## config.mk

```make
export PLATFORM = sky130hd
export DESIGN_NAME = periph_bus_bridge
export DESIGN_NICKNAME = d
export VERILOG_FILES = /design/src/rtl/periph_bus_bridge_pkg.sv /design/src/rtl/periph_addr_decode.sv /design/src/rtl/periph_bus_bridge.sv
export SDC_FILE = /design/constraint.sdc
export NUM_CORES = 1
export LEC_CHECK = 0
export CORE_ASPECT_RATIO = 1.4
export CORE_MARGIN = 2
export CORE_UTILIZATION = 43
export CTS_BUF_LIST = sky130_fd_sc_hd__clkbuf_16
export CTS_CLUSTER_DIAMETER = 150
export DETAILED_ROUTE_END_ITERATION = 7
export GPL_TIMING_DRIVEN = 0
export HOLD_SLACK_MARGIN = 0.02
export PLACE_DENSITY_LB_ADDON = 0.25
export SLEW_MARGIN = 20
export SYNTH_ARGS = -nofsm -noshare
export SYNTH_HDL_FRONTEND = slang
export SYNTH_SLANG_ARGS = --single-unit
```

## constraint.sdc

```tcl
create_clock -name i_clk -period 3.15 [get_ports i_clk]
set_clock_uncertainty 0.1 [all_clocks]
set_input_delay 0.63 -clock i_clk [delete_from_list [all_inputs] [get_ports i_clk]]
set_output_delay 0.63 -clock i_clk [all_outputs]
set_load 0.05 [all_outputs]
```

## src/rtl/periph_bus_bridge_pkg.sv

```systemverilog
// Shared definitions for the peripheral bus bridge: FSM state encoding and
// the fill patterns returned to the CPU on faulted reads.
package periph_bus_bridge_pkg;

   typedef enum logic [1:0] {
      ST_IDLE   = 2'd0,
      ST_ACCESS = 2'd1,
      ST_DONE   = 2'd2
   } state_e;

   localparam int unsigned FILL_W = 64;

   // Timed-out reads return all ones; reads of unmapped channels return all zeros.
   localparam logic [FILL_W-1:0] RD_FILL_TIMEOUT  = '1;
   localparam logic [FILL_W-1:0] RD_FILL_UNMAPPED = '0;

endpackage

```

## src/rtl/periph_addr_decode.sv

```systemverilog
// Splits a CPU peripheral address into a channel index and flags whether
// that index addresses an implemented channel.
module periph_addr_decode
   import periph_bus_bridge_pkg::*;
#(
   parameter int unsigned ADDR_W = 8,
   parameter int unsigned SLOT_W = 6,
   parameter int unsigned N_CH   = 4,
   parameter int unsigned IDX_W  = ADDR_W - SLOT_W
) (
   input  logic [ADDR_W-1:0] addr_i,
   output logic [IDX_W-1:0]  ch_idx_c,
   output logic              mapped_c
);

   always_comb begin
      ch_idx_c = addr_i[ADDR_W-1:SLOT_W];
      mapped_c = (32'(ch_idx_c) < N_CH);
   end

endmodule

```

## src/rtl/periph_bus_bridge.sv

```systemverilog
// Bridges a single-outstanding CPU peripheral request onto one of N_CH
// channel buses, with timeout, unmapped-address and conflict error handling.
module periph_bus_bridge
   import periph_bus_bridge_pkg::*;
#(
   parameter int unsigned DATA_W  = 8,
   parameter int unsigned ADDR_W  = 8,
   parameter int unsigned SLOT_W  = 6,
   parameter int unsigned N_CH    = 4,
   parameter int unsigned TIMEOUT = 15
) (
   input  logic                     i_clk,
   input  logic                     i_rst,
   input  logic [ADDR_W-1:0]        i_peripAddr,
   input  logic [DATA_W-1:0]        i_peripDataFromCPU,
   input  logic                     i_peripWrSig,
   input  logic                     i_peripRdSig,
   output logic [DATA_W-1:0]        o_peripDataToCPU,
   output logic                     o_peripStall,
   output logic                     o_peripDone,
   output logic                     o_peripErr,
   output logic [N_CH-1:0]          o_chWrSig,
   output logic [N_CH-1:0]          o_chRdSig,
   output logic [SLOT_W-1:0]        o_chAddr,
   output logic [DATA_W-1:0]        o_chData,
   input  logic [N_CH*DATA_W-1:0]   i_chData,
   input  logic [N_CH-1:0]          i_chReady
);

   localparam int unsigned IDX_W = ADDR_W - SLOT_W;
   localparam int unsigned CNT_W = $clog2(TIMEOUT + 1);
   localparam logic [DATA_W-1:0] RD_TIMEOUT  = DATA_W'(RD_FILL_TIMEOUT);
   localparam logic [DATA_W-1:0] RD_UNMAPPED = DATA_W'(RD_FILL_UNMAPPED);

   state_e              state_q, state_d;
   logic [CNT_W-1:0]    cnt_q, cnt_d;
   logic [IDX_W-1:0]    sel_q, sel_d;
   logic                is_rd_q, is_rd_d;
   logic [SLOT_W-1:0]   slot_q, slot_d;
   logic [DATA_W-1:0]   wdata_q, wdata_d;
   logic [DATA_W-1:0]   rdata_q, rdata_d;
   logic                stall_q, stall_d;
   logic                done_q, done_d;
   logic                err_q, err_d;
   logic [N_CH-1:0]     wr_strb_q, wr_strb_d;
   logic [N_CH-1:0]     rd_strb_q, rd_strb_d;

   logic [IDX_W-1:0]    dec_idx_c;
   logic                dec_mapped_c;
   logic [N_CH-1:0]     dec_oh_c;
   logic [N_CH-1:0]     sel_oh_c;
   logic                sel_rdy_c;
   logic [DATA_W-1:0]   sel_rdata_c;

   periph_addr_decode #(
      .ADDR_W (ADDR_W),
      .SLOT_W (SLOT_W),
      .N_CH   (N_CH),
      .IDX_W  (IDX_W)
   ) u_decode (
      .addr_i   (i_peripAddr),
      .ch_idx_c (dec_idx_c),
      .mapped_c (dec_mapped_c)
   );

   // One-hot views of the decoded and latched channel, plus the latched channel's return path.
   always_comb begin
      dec_oh_c    = '0;
      sel_oh_c    = '0;
      sel_rdy_c   = 1'b0;
      sel_rdata_c = '0;
      for (int unsigned k = 0; k < N_CH; k++) begin
         if (dec_idx_c == IDX_W'(k)) begin
            dec_oh_c[k] = 1'b1;
         end
         if (sel_q == IDX_W'(k)) begin
            sel_oh_c[k] = 1'b1;
            sel_rdy_c   = i_chReady[k];
            sel_rdata_c = i_chData[k*DATA_W +: DATA_W];
         end
      end
   end

   // Next-state and registered-output logic.
   always_comb begin
      state_d   = state_q;
      cnt_d     = cnt_q;
      sel_d     = sel_q;
      is_rd_d   = is_rd_q;
      slot_d    = slot_q;
      wdata_d   = wdata_q;
      rdata_d   = rdata_q;
      stall_d   = 1'b0;
      done_d    = 1'b0;
      err_d     = 1'b0;
      wr_strb_d = '0;
      rd_strb_d = '0;

      unique case (state_q)
         ST_IDLE: begin
            if (i_peripWrSig && i_peripRdSig) begin
               state_d = ST_DONE;
               done_d  = 1'b1;
               err_d   = 1'b1;
            end else if (i_peripWrSig || i_peripRdSig) begin
               if (!dec_mapped_c) begin
                  state_d = ST_DONE;
                  done_d  = 1'b1;
                  err_d   = 1'b1;
                  if (i_peripRdSig) begin
                     rdata_d = RD_UNMAPPED;
                  end
               end else begin
                  state_d   = ST_ACCESS;
                  cnt_d     = CNT_W'(1);
                  sel_d     = dec_idx_c;
                  is_rd_d   = i_peripRdSig;
                  slot_d    = i_peripAddr[SLOT_W-1:0];
                  wdata_d   = i_peripDataFromCPU;
                  stall_d   = 1'b1;
                  wr_strb_d = i_peripWrSig ? dec_oh_c : '0;
                  rd_strb_d = i_peripRdSig ? dec_oh_c : '0;
               end
            end
         end
         ST_ACCESS: begin
            if (sel_rdy_c) begin
               state_d = ST_DONE;
               cnt_d   = '0;
               done_d  = 1'b1;
               if (is_rd_q) begin
                  rdata_d = sel_rdata_c;
               end
            end else if (cnt_q == CNT_W'(TIMEOUT)) begin
               state_d = ST_DONE;
               cnt_d   = '0;
               done_d  = 1'b1;
               err_d   = 1'b1;
               if (is_rd_q) begin
                  rdata_d = RD_TIMEOUT;
               end
            end else begin
               cnt_d     = cnt_q + CNT_W'(1);
               stall_d   = 1'b1;
               wr_strb_d = is_rd_q ? '0 : sel_oh_c;
               rd_strb_d = is_rd_q ? sel_oh_c : '0;
            end
         end
         ST_DONE: begin
            state_d = ST_IDLE;
         end
         default: begin
            state_d = ST_IDLE;
         end
      endcase
   end

   always_ff @(posedge i_clk) begin
      if (!i_rst) begin
         state_q   <= ST_IDLE;
         cnt_q     <= '0;
         sel_q     <= '0;
         is_rd_q   <= 1'b0;
         slot_q    <= '0;
         wdata_q   <= '0;
         rdata_q   <= '0;
         stall_q   <= 1'b0;
         done_q    <= 1'b0;
         err_q     <= 1'b0;
         wr_strb_q <= '0;
         rd_strb_q <= '0;
      end else begin
         state_q   <= state_d;
         cnt_q     <= cnt_d;
         sel_q     <= sel_d;
         is_rd_q   <= is_rd_d;
         slot_q    <= slot_d;
         wdata_q   <= wdata_d;
         rdata_q   <= rdata_d;
         stall_q   <= stall_d;
         done_q    <= done_d;
         err_q     <= err_d;
         wr_strb_q <= wr_strb_d;
         rd_strb_q <= rd_strb_d;
      end
   end

   assign o_peripDataToCPU = rdata_q;
   assign o_peripStall     = stall_q;
   assign o_peripDone      = done_q;
   assign o_peripErr       = err_q;
   assign o_chWrSig        = wr_strb_q;
   assign o_chRdSig        = rd_strb_q;
   assign o_chAddr         = slot_q;
   assign o_chData         = wdata_q;

endmodule

```

* After elaboration in Yosys (flattened, before gate mapping)
Cells that the tools add are included.
Word-level totals: output and inout bits 33, input port bits 56, word-level logic and storage cells 94, register bits after elaboration 42
Cells by class: bitwise operators 1, reduce and logical (&&, ||, !) cells 11, add/sub/neg operators 1, mux-type cells 55, equal/unequal tests 14
Operators with widths (count):
- $mux W4 | 16
- $mux W8 | 8
- $pmux W4 S2 | 3
- $mux W1 | 20
- $eq A2 B2 Y1 const B | 4
- $mux W2 | 4
- $ne A2 B2 Y1 const B | 4
- $eq A2 B1 Y1 const B | 3
- $logic_not A2 Y1 | 3
- $ne A3 B3 Y1 const B | 2
- $pmux W1 S2 | 3
- $reduce_and A3 Y1 | 2
- $add A4 B1 Y4 const B | 1
- $eq A4 B4 Y1 const B | 1
- $pmux W2 S2 | 1
- $reduce_and A4 Y1 | 1
- $reduce_bool A2 Y1 | 2
- $reduce_and A2 Y1 | 1
- $logic_and A1 B1 Y1 | 1
- $logic_or A1 B1 Y1 | 1
- $not A1 Y1 | 1

* Logic depth before layout (Yosys ltp)
Gate-level depths: netlist (run 1).
word-level depth 7, gate-level depth with buffers 7, depth with buffers taken out 6

* Modules after synthesis
From an unflattened synthesis (run 1), not the netlist that was laid out.
Unflattened totals: cells, all modules 205, area, all modules 2013.2 um2
Modules (own cells, without submodules):
- periph_bus_bridge | cells an instance 201, area each 1986.9 um2, times used 1
- periph_addr_decode | cells an instance 4, area each 26.3 um2, times used 1

* Worst setup path before layout (run 1)
Ideal clock, no wire load.
path type input to register, start point input port i_chReady[3], end point register rd_strb_q[0] (netlist: o_chRdSig[0]), path slack 1.105 ns, cell stages on the path 4, data arrival time 1.857 ns, path through mux4_2 -> nand2b_4 -> or3_4 -> o32ai_2
Between the ends: longest elaborated chain between the ends 3
Ends and longest elaborated chain:
- from (decl) | RTL line periph_bus_bridge.sv:27 | input logic [N_CH-1:0] i_chReady
- $mux W1 | RTL line periph_bus_bridge.sv:76 | if (sel_q == IDX_W'(k)) begin
- $mux W4 | RTL line periph_bus_bridge.sv:127 | if (sel_rdy_c) begin
- $pmux W4 S2 | RTL line periph_bus_bridge.sv:99 | unique case (state_q)
- to (signal assigned) | RTL line periph_bus_bridge.sv:184 | rd_strb_q <= rd_strb_d;
- to (decl) | RTL line periph_bus_bridge.sv:46 | logic [N_CH-1:0] rd_strb_q, rd_strb_d;
Every way passes these cells. A chain may end at the register's enable or synchronous reset.

* Worst setup path after layout (run 1)
start point input port i_peripRdSig, end point register wdata_q[5] (netlist: o_chData[5])
Between the ends: longest elaborated chain between the ends 3
Ends and longest elaborated chain:
- from (decl) | RTL line periph_bus_bridge.sv:17 | input logic i_peripRdSig,
- $logic_and A1 B1 Y1 | RTL line periph_bus_bridge.sv:101 | if (i_peripWrSig && i_peripRdSig) begin
- $not A1 Y1 (no source line)
- $reduce_and A3 Y1 (no source line) (*)
- to (signal assigned) | RTL line periph_bus_bridge.sv:178 | wdata_q <= wdata_d;
- to (decl) | RTL line periph_bus_bridge.sv:40 | logic [DATA_W-1:0] wdata_q, wdata_d;
Mark *: on every way between the ends. The rest lies on a longest branch, timed or not.

==> out/summary.txt, run 1 <==
clk root buf: clkbuf_16
area growth from synthesis to layout: 59.6%
WHS: 0.351 ns
post-synthesis area per instance: 9.61 µm²
period utilisation layout: 0.789
CTS tree: done
multi-input gate area in the final layout: 955 µm²
Via Count: 1795
initial antenna violation count: 0
worst vdd ir: 0.000445 V
vias in the first global route: 1684
worst skew pair latency: 0.29 ns
Setup TNS: 0 ns
drt drc: 0
sequential area share after synthesis: 0.453
Filler Cells Inserted: 318
DR pass1 iterations: 4
number of register bits inferred by synthesis: 42
htree depth: 2
Storage cell area: 841 µm²
Die Width: 59.5 µm
Clock Pin Slew Worst Setup and Hold Paths: 0.06 ns
Initial Util: 0.441
IO Count: 89
Sink Count: 42
max-cap violations: 0
Via density: 5.37
Power Dens Cells: 521 nW/µm²
CTS resizes: 0
number of inserted diodes: 0
total power: 1.54 mW
first-pass GRT wire length: 7820 µm
number of distinct library cells after synthesis: 35
Antenna Nets Post-Route: 0
IO buf count: 88
Least-Margin Pin Slew: 0.554 ns
Syn. warnings: 0
gr ovfl total: 0
Post-Syn Nets: 253
Post-Route WL: 5020 µm
Tmin final: 2.48 ns
Die Height: 81.7 µm
status: completed
CTS Buf Count: 5
nets: 348
die area: 4860 µm²
f_max: 0.403 GHz
Req. time, crit path: 3.26 ns
routability cong.: 0.851
setup bufs post-CTS: 0
Core Box Area: 4200 µm²
largest net degree at the start of global routing: 15
Setup-failing EPs final: 0
Final Max Tran Viols: 0
Worst setup EP type: flop
Wirelength per Cell: 15.0 µm
placed inst area: 2790 µm²
post-route insts no fill: 334
CTS max path bufs: 2
Hold Crit Class: reg2reg
Finished Cell Area: 2960 µm²
share of layout cells above drive strength 1: 0.111
most frequent cells in the layout: clkdlybuf4s50_1, nand2_1, dfxtp_1
crit path max fanout: 10
WP data arrival: 2.59 ns
hold_buf cts: 0
hpwl dp: 3910 µm
Worst slew margin: 0.630
commonest non-fill, non-tap cell in the layout: clkdlybuf4s50_1
CP Launch Type: input pin
cell area after synthesis: 1850 µm²
Cells after Synth: 193
final count of hold timing violations: 0
row count: 28
DRT iter0 DRCs: 33
leakage power of the design: 1.08 nW
GRT Util Overall: 0.209
RSZ-0062 raised after global routing: false
critical path class: in2reg
placed cells: 326
## area by class of cell
type	instances	share of cell area
Sequential cell	42	0.284
Tap cell	45	0.0190
Clock inverter	3	0.0148
Timing Repair Buffer	88	0.298
Buffer	10	0.0135
Multi-Input combinational cell	136	0.322
Inverter	5	0.00634
Clock buffer	5	0.0423
## worst paths after layout
path / startpoint / to / slack [ns] / cells after the start
worst max-delay path: i_peripRdSig / o_chData[5]$_SDFFE_PN0P_ / 0.67 / 8
worst min-delay path: o_chAddr[1]$_SDFFE_PN0P_ / o_chAddr[1]$_SDFFE_PN0P_ / 0.35 / 2
worst max register to register: sel_q[0]$_SDFFE_PN0P_ / o_chWrSig[1]$_SDFF_PN0_ / 1.06 / 4
worst min register to register: o_chAddr[1]$_SDFFE_PN0P_ / o_chAddr[1]$_SDFFE_PN0P_ / 0.35 / 2
## flip-flops by register name, summed over array words and instances (netlist names)
signal / count
cnt_q: 4
is_rd_q: 1
o_chAddr: 6
o_chData: 8
o_chRdSig: 4
o_chWrSig: 4
o_peripDataToCPU: 8
o_peripDone: 1
o_peripErr: 1
o_peripStall: 1
sel_q: 2
state_q: 2
## metal layers
metal,wire (µm),share of wire,GRT usage
met1,1900,0.38,0.219
met2,2570,0.51,0.387
met3,496,0.099,0.0661
met4,62,0.012,0.0689
met5,0,0,0
## worst max-delay path: stages
cell and delay, ns:
clkdlybuf4s50_1 0.57, inv_1 0.09, ha_1 0.29, and2_1 0.11
clkbuf_1 0.30, clkbuf_1 0.36, nand2_1 0.10, a21oi_1 0.15
## cells in the mapped netlist
| cell | count | share of area |
|---|---|---|
| a211oi_1 | 1 | 0.0041 |
| a21oi_1 | 22 | 0.059 |
| a221oi_1 | 1 | 0.0047 |
| a22oi_1 | 1 | 0.0041 |
| and2_1 | 1 | 0.0034 |
| and2b_2 | 1 | 0.0047 |
| and3_1 | 1 | 0.0034 |
| buf_2 | 2 | 0.0054 |
| clkbuf_1 | 8 | 0.016 |
| dfxtp_1 | 42 | 0.45 |
| ha_1 | 4 | 0.027 |
| inv_1 | 5 | 0.010 |
| mux2i_1 | 1 | 0.0054 |
| mux4_1 | 1 | 0.014 |
| mux4_2 | 8 | 0.097 |
| nand2_1 | 43 | 0.087 |
| nand2b_1 | 6 | 0.020 |
| nand2b_4 | 1 | 0.0074 |
| nand3_1 | 5 | 0.013 |
| nand4_1 | 1 | 0.0034 |
| nand4b_1 | 1 | 0.0047 |
| nor2_1 | 10 | 0.020 |
| nor2b_1 | 1 | 0.0034 |
| nor3_1 | 1 | 0.0027 |
| nor3b_1 | 1 | 0.0041 |
| o21ai_0 | 3 | 0.0081 |
| o21ba_2 | 1 | 0.0054 |
| o21bai_1 | 1 | 0.0041 |
| o221a_2 | 8 | 0.049 |
| o22ai_1 | 4 | 0.013 |
| o31a_1 | 1 | 0.0047 |
| o32ai_1 | 2 | 0.0094 |
| o32ai_2 | 2 | 0.018 |
| or3_1 | 1 | 0.0034 |
| or3_4 | 1 | 0.0061 |
## stage by stage
stage	worst slack (ns)	util
after floorplan	1.10	-
after global placement	0.410	0.664
after detailed placement	0.364	0.664
after CTS	0.660	0.704
after global routing	0.470	0.704
final	0.666	0.704
## report_power, final
group,total (mW),internal [mW],switching (mW)
registers,0.582,0.564,0.0181
logic,0.376,0.170,0.206
clock network,0.585,0.375,0.210
total,1.54,1.11,0.434
## cells by family after synthesis
| kind of cell | count (synthesis) | share of synthesized area |
|---|---|---|
| compound gates | 47 | 0.184 |
| simple gates | 75 | 0.188 |
| fa+ha+maj | 4 | 0.0270 |
| mux | 10 | 0.117 |
| flops | 42 | 0.453 |
| buf+inv | 15 | 0.0317 |
No activity file was read; power rests on OpenSTA's default activity.
==> run 2, diff against run 1 <==
--- a/config.mk
+++ b/config.mk
@@ -7,7 +7,7 @@
 export LEC_CHECK = 0
 export CORE_ASPECT_RATIO = 1.4
 export CORE_MARGIN = 2
-export CORE_UTILIZATION = 43
+export CORE_UTILIZATION = 40
 export CTS_BUF_LIST = sky130_fd_sc_hd__clkbuf_16
 export CTS_CLUSTER_DIAMETER = 150
 export DETAILED_ROUTE_END_ITERATION = 7
==> constraint.sdc (replaced) <==
create_clock -name i_clk -period 2.5 [get_ports i_clk]
set_clock_uncertainty 0.1 [all_clocks]
set_input_delay 0.5 -clock i_clk [delete_from_list [all_inputs] [get_ports i_clk]]
set_output_delay 0.5 -clock i_clk [all_outputs]
set_load 0.05 [all_outputs]
==> out/summary.txt, run 2 (same netlist as run 1, synthesis figures left out) <==
most frequent cells in the layout: clkdlybuf4s50_1, nand2_1, dfxtp_1
Setup TNS: 0 ns (unchanged)
DR pass1 iterations: 6 (+2)
Clock Pin Slew Worst Setup and Hold Paths: 0.06 ns (about the same)
f_max: 0.446 GHz
CTS tree: done
largest net degree at the start of global routing: 13 (-2)
Antenna Nets Post-Route: 0 (unchanged)
Setup-failing EPs final: 0 (unchanged)
RSZ-0062 raised after global routing: false
placed cells: 343 (+5.2%)
Seq pwr share: 0.409 (+0.032)
WP data arrival: 2.35 ns (-0.24 ns)
Via density: 5.07 (-5.7%)
Sw Share: 0.285 (+0.00387)
Final Max Tran Viols: 0 (unchanged)
CTS Buf Count: 5 (unchanged)
max-cap violations: 0 (unchanged)
Initial Util: 0.412 (-0.0289)
Die Width: 61.5 µm (+3.4%)
IO Count: 89 (unchanged)
initial antenna violation count: 0 (unchanged)
Hold Crit Class: reg2reg
Power Dens Cells: 609 nW/µm² (+17%)
hpwl dp: 3840 µm (-1.9%)
Tmin final: 2.24 ns
CP Launch Type: input pin
Die Height: 84.6 µm (+3.5%)
Util after Layout: 0.656 (-0.0484)
row count: 29 (+3.6%)
clock power share: 0.329 (-0.050)
Post-Route WL: 4810 µm (-4.2%)
commonest non-fill, non-tap cell in the layout: clkdlybuf4s50_1
Worst setup EP type: flop
clk root buf: clkbuf_16
Worst slew margin: 0.634 (+0.00496)
share of layout cells above drive strength 1: 0.104 (-0.00692)
routability cong.: 0.868 (+2.0%)
internal power: 1.28 mW (+16%)
final count of hold timing violations: 0 (unchanged)
CTS max path bufs: 2 (unchanged)
worst vdd ir: 0.000460 V (+3.2%)
Least-Margin Pin Slew: 0.548 ns (-0.00540 ns)
Core Box Area: 4500 µm² (+7.0%)
gr ovfl total: 0 (unchanged)
status: completed
leakage power of the design: 1.07 nW (-1.4%)
P_sw: 0.513 mW (+18%)
DRT iter0 DRCs: 49 (+48%)
critical path class: in2reg
htree depth: 2 (unchanged)
IO buf count: 88 (unchanged)
Req. time, crit path: 2.61 ns (-0.65 ns)
die area: 5200 µm² (+7.1%)
Gate power share: 0.263 (+0.019)
number of inserted diodes: 0 (unchanged)
post-route insts no fill: 351 (+5.1%)
worst skew pair latency: 0.28 ns (about the same)
crit path max fanout: 10 (unchanged)
hold_buf cts: 0 (unchanged)
GRT Util Overall: 0.193 (-0.0165)
first-pass GRT wire length: 7760 µm (-0.70%)
Via Count: 1779 (-0.89%)
Wirelength per Cell: 13.7 µm (-8.8%)
vias in the first global route: 1865 (+11%)
period utilisation layout: 0.898
Sink Count: 42 (unchanged)
nets: 348 (unchanged)
drt drc: 0 (unchanged)
area growth from synthesis to layout: 59.1%
[run 2: cell count changes in the layout (fill, tap and decap cells not counted), sizes merged]
cell / delta
inv: -1
bufinv: -1
clkinv: +2
[run 2: worst paths after layout]
| path | start | endpoint | slack [ns] | cells past startpoint |
|---|---|---|---|---|
| max | i_peripRdSig | is_rd_q$_SDFFE_PN0P_ | 0.26 | 7 |
| min | o_chData[5]$_SDFFE_PN0P_ | o_chData[5]$_SDFFE_PN0P_ | 0.35 | 2 |
| max reg2reg | sel_q[0]$_SDFFE_PN0P_ | o_chWrSig[1]$_SDFF_PN0_ | 0.52 | 4 |
| min reg2reg | o_chData[5]$_SDFFE_PN0P_ | o_chData[5]$_SDFFE_PN0P_ | 0.35 | 2 |
[run 2: per-stage QoR]
step / total power [mW] / hold WS [ns] / area [µm²] / setup slack, ns
4_1_cts: 1.81 / 0.353 / 2950 / 0.100
6_report: 1.80 / 0.353 / 2950 / 0.256
2_1_floorplan: 1.03 / 0.373 / 1850 / 0.585
5_1_grt: 1.88 / 0.379 / 2950 / 0.0878
3_3_place_gp: 1.21 / 0.340 / 2810 / -0.146
3_5_place_dp: 1.22 / 0.346 / 2810 / -0.193
[run 2: power by group through the flow]
stage	Combinational [mW]	Sequential, mW	Clock [mW]
after floorplan	0.176	0.852	0
after global placement	0.468	0.747	0
after detailed placement	0.475	0.748	0
after CTS	0.476	0.734	0.604
after global routing	0.510	0.740	0.635
final	0.472	0.734	0.590
[run 2: critical path: stages]
cell	delay, ns
clkdlybuf4s50_1	0.57
inv_1	0.09
ha_1	0.29
nand2_1	0.25
clkbuf_1	0.39
nand2_1	0.11
a21oi_1	0.14
[run 2: final cells by class]
class	count	area, µm²
fill	405	1550
multi-input combinational	136	955
timing repair buffer	88	881
sequential	42	841
clock buffer	5	125
tap	62	77.6
buffer	10	41.3
inverter	5	18.8
clock inverter	3	11.3
[run 2: metal layers]
layer | track usage | part of all wire | wire length (µm)
met3 | 0.0555 | 0.080 | 387
met5 | 0 | 0 | 0
met4 | 0.0542 | 0.0096 | 46
met2 | 0.344 | 0.52 | 2500
met1 | 0.212 | 0.39 | 1880
[run 2: what timing repair did]
item,in CTS,in global routing
setup endpoints to repair,0,10
buffers inserted,0,0
resized for setup,0,2
==> RTL change, RTL diff (flow settings as in run 2) <==
Put one more register stage on the output `o_peripErr`, cleared by the reset. The value now appears one clock later. The other outputs are not delayed to match.
--- a/src/rtl/periph_bus_bridge.sv
+++ b/src/rtl/periph_bus_bridge.sv
@@ -188,7 +188,13 @@
    assign o_peripDataToCPU = rdata_q;
    assign o_peripStall     = stall_q;
    assign o_peripDone      = done_q;
-   assign o_peripErr       = err_q;
+   always_ff @(posedge i_clk) begin
+      if (!i_rst) begin
+         o_peripErr <= '0;
+      end else begin
+         o_peripErr <= err_q;
+      end
+   end
    assign o_chWrSig        = wr_strb_q;
    assign o_chRdSig        = rd_strb_q;
    assign o_chAddr         = slot_q;
Formal check against the unedited RTL: not equivalent (Yosys sat finds a counterexample within 4 cycles, from zero or initial values and one cycle with i_rst low).
==> RTL change against run 2 <==
- synthesized area rose by 1.1%
- sequential power rose by 2%
- power up 8.3%
- cell count is the same
- worst setup slack worse by 0.016 ns
- critical path depth is 1 higher
- sequential cell count rose by 1
- synthesized cell count stayed put
- fmax down 0.71%
- largest cell class unchanged
- routed wire length grew 3.2%
- die area is 1.0% higher
- final area up 1.7%
- critical path type unchanged
==> RTL change: results (changes against run 2) <==
metric;value;unit;change
outcome;completed;;
worst-path-max-fanout;10;;unchanged
clk_latency;0.28;ns;about the same
cts_buffers;5;;unchanged
htreeDepth;2;;unchanged
drt_pass1_iterations;4;;-2
synth_fa_ha_area_frac;0.0267;;-0.000288
place.port_buffers;88;;unchanged
grt_use_total;0.200;;+0.00755
cts_setup_buffers;0;;unchanged
synth_common_cells;dfxtp_1, nand2_1, a21oi_1;;
peakVddDrop;0.527;mV;+15%
crit_slowest_cell;clkdlybuf4s50_1;;
clkTransAtPathRegs;0.06;ns;about the same
grt_pass1_wl;7970;um;+2.7%
grt_pass1_vias;1830;;-1.9%
relSlewSlack;0.654;;+0.0191
insertedDiodeCount;0;;unchanged
yosysSeqAreaShare;0.459;;+0.00584
synthMuxAreaShare;0.121;;+0.00409
synthXorXnorAreaFrac;0;;unchanged
drive_above_1_share;0.0796;;-0.0242
grt_max_degree;14;;+1
ys_warn_count;0;;unchanged
avgRoutedWirePerCell;14.1;um;+3.2%
power_per_cell_area;649;nW/um^2;+6.5%
cts_root_buffer;clkbuf_16;;
antenna_found_initial;0;;unchanged
place_inst;343;;unchanged
synth.distinct_cells;33;;-5.7%
final_cells;351;;unchanged
cts_buffer_depth;2;;unchanged
synth-compound-area-share;0.183;;-0.000625
synth_top_flop_cell;dfxtp_1;;
crit_arrival;2.36;ns;
synth_area_leaders;dfxtp_1, mux4_2, nand2_1;;
synthArstFlopShare;0;;unchanged
max_stage_delay;0.56;ns;
hold_path_class;flip-flop to flip-flop;;
hpwlAfterDp;3960;um;+3.1%
p_leak;1.06;nW;-0.62%
syn_area_per_cell;9.71;um^2;+1.1%
drtIter0Drc;37;;-24%
ctsResizeCount;0;;unchanged
gp_congestion;0.926;;+6.7%
vias_per_cell;5.16;;+1.9%
==> RTL change: kinds of logic (layout without fill, tap and decap cells) <==
kind of cell | count (synthesis) | in the layout
fa+ha+maj | 4 | 4
mux | 11 | 11
simple gates | 75 | 75
compound gates | 47 | 47
buf+inv | 13 | 109
flops | 43 | 43
==> RTL change: worst paths after layout <==
path	start	to	slack, ns	cells after the start
max	i_peripRdSig	sel_q[1]	0.24	8
min	err_q	o_peripErr	0.34	1
max reg2reg	sel_q[0]	o_peripDataToCPU[6]	0.64	4
min reg2reg	err_q	o_peripErr	0.34	1
==> RTL change: power by group <==
part	switching, mW	leakage, nW	internal [mW]	total [mW]
logic	0.265	0.629	0.211	0.476
clock network	0.254	0.0812	0.465	0.719
registers	0.0232	0.351	0.728	0.751
==> RTL change: cell type report <==
class	count	area, um^2
Clock inverter	3	38.8
Tap cell	62	77.6
Timing Repair Buffer	88	881
Buffer	9	37.5
Inverter	4	15.0
Sequential cell	43	861
Multi-Input combinational cell	137	965
Clock buffer	5	125
Fill cell	382	1540
==> RTL change: through the flow <==
step                power (mW)  worst slack, ns  area, um^2
floorplan                 1.05            0.720        1870
global placement          1.23           -0.169        2830
detailed placement        1.24           -0.180        2830
CTS                       1.96           0.0956        3000
global route              2.03           0.0947        3000
finish                    1.95            0.240        3000
==> RTL change: layer usage <==
metal,global-route usage,wire length [um]
met1,0.209,1940
met2,0.368,2630
met3,0.0534,339
met4,0.0638,56
met5,0,0
==> RTL change: critical path, delay by kind of cell <==
family | cells | cell delay [ns]
buf+inv | 4 | 1.24
fa+ha+maj | 1 | 0.29
simple gates | 2 | 0.20
compound gates | 1 | 0.14
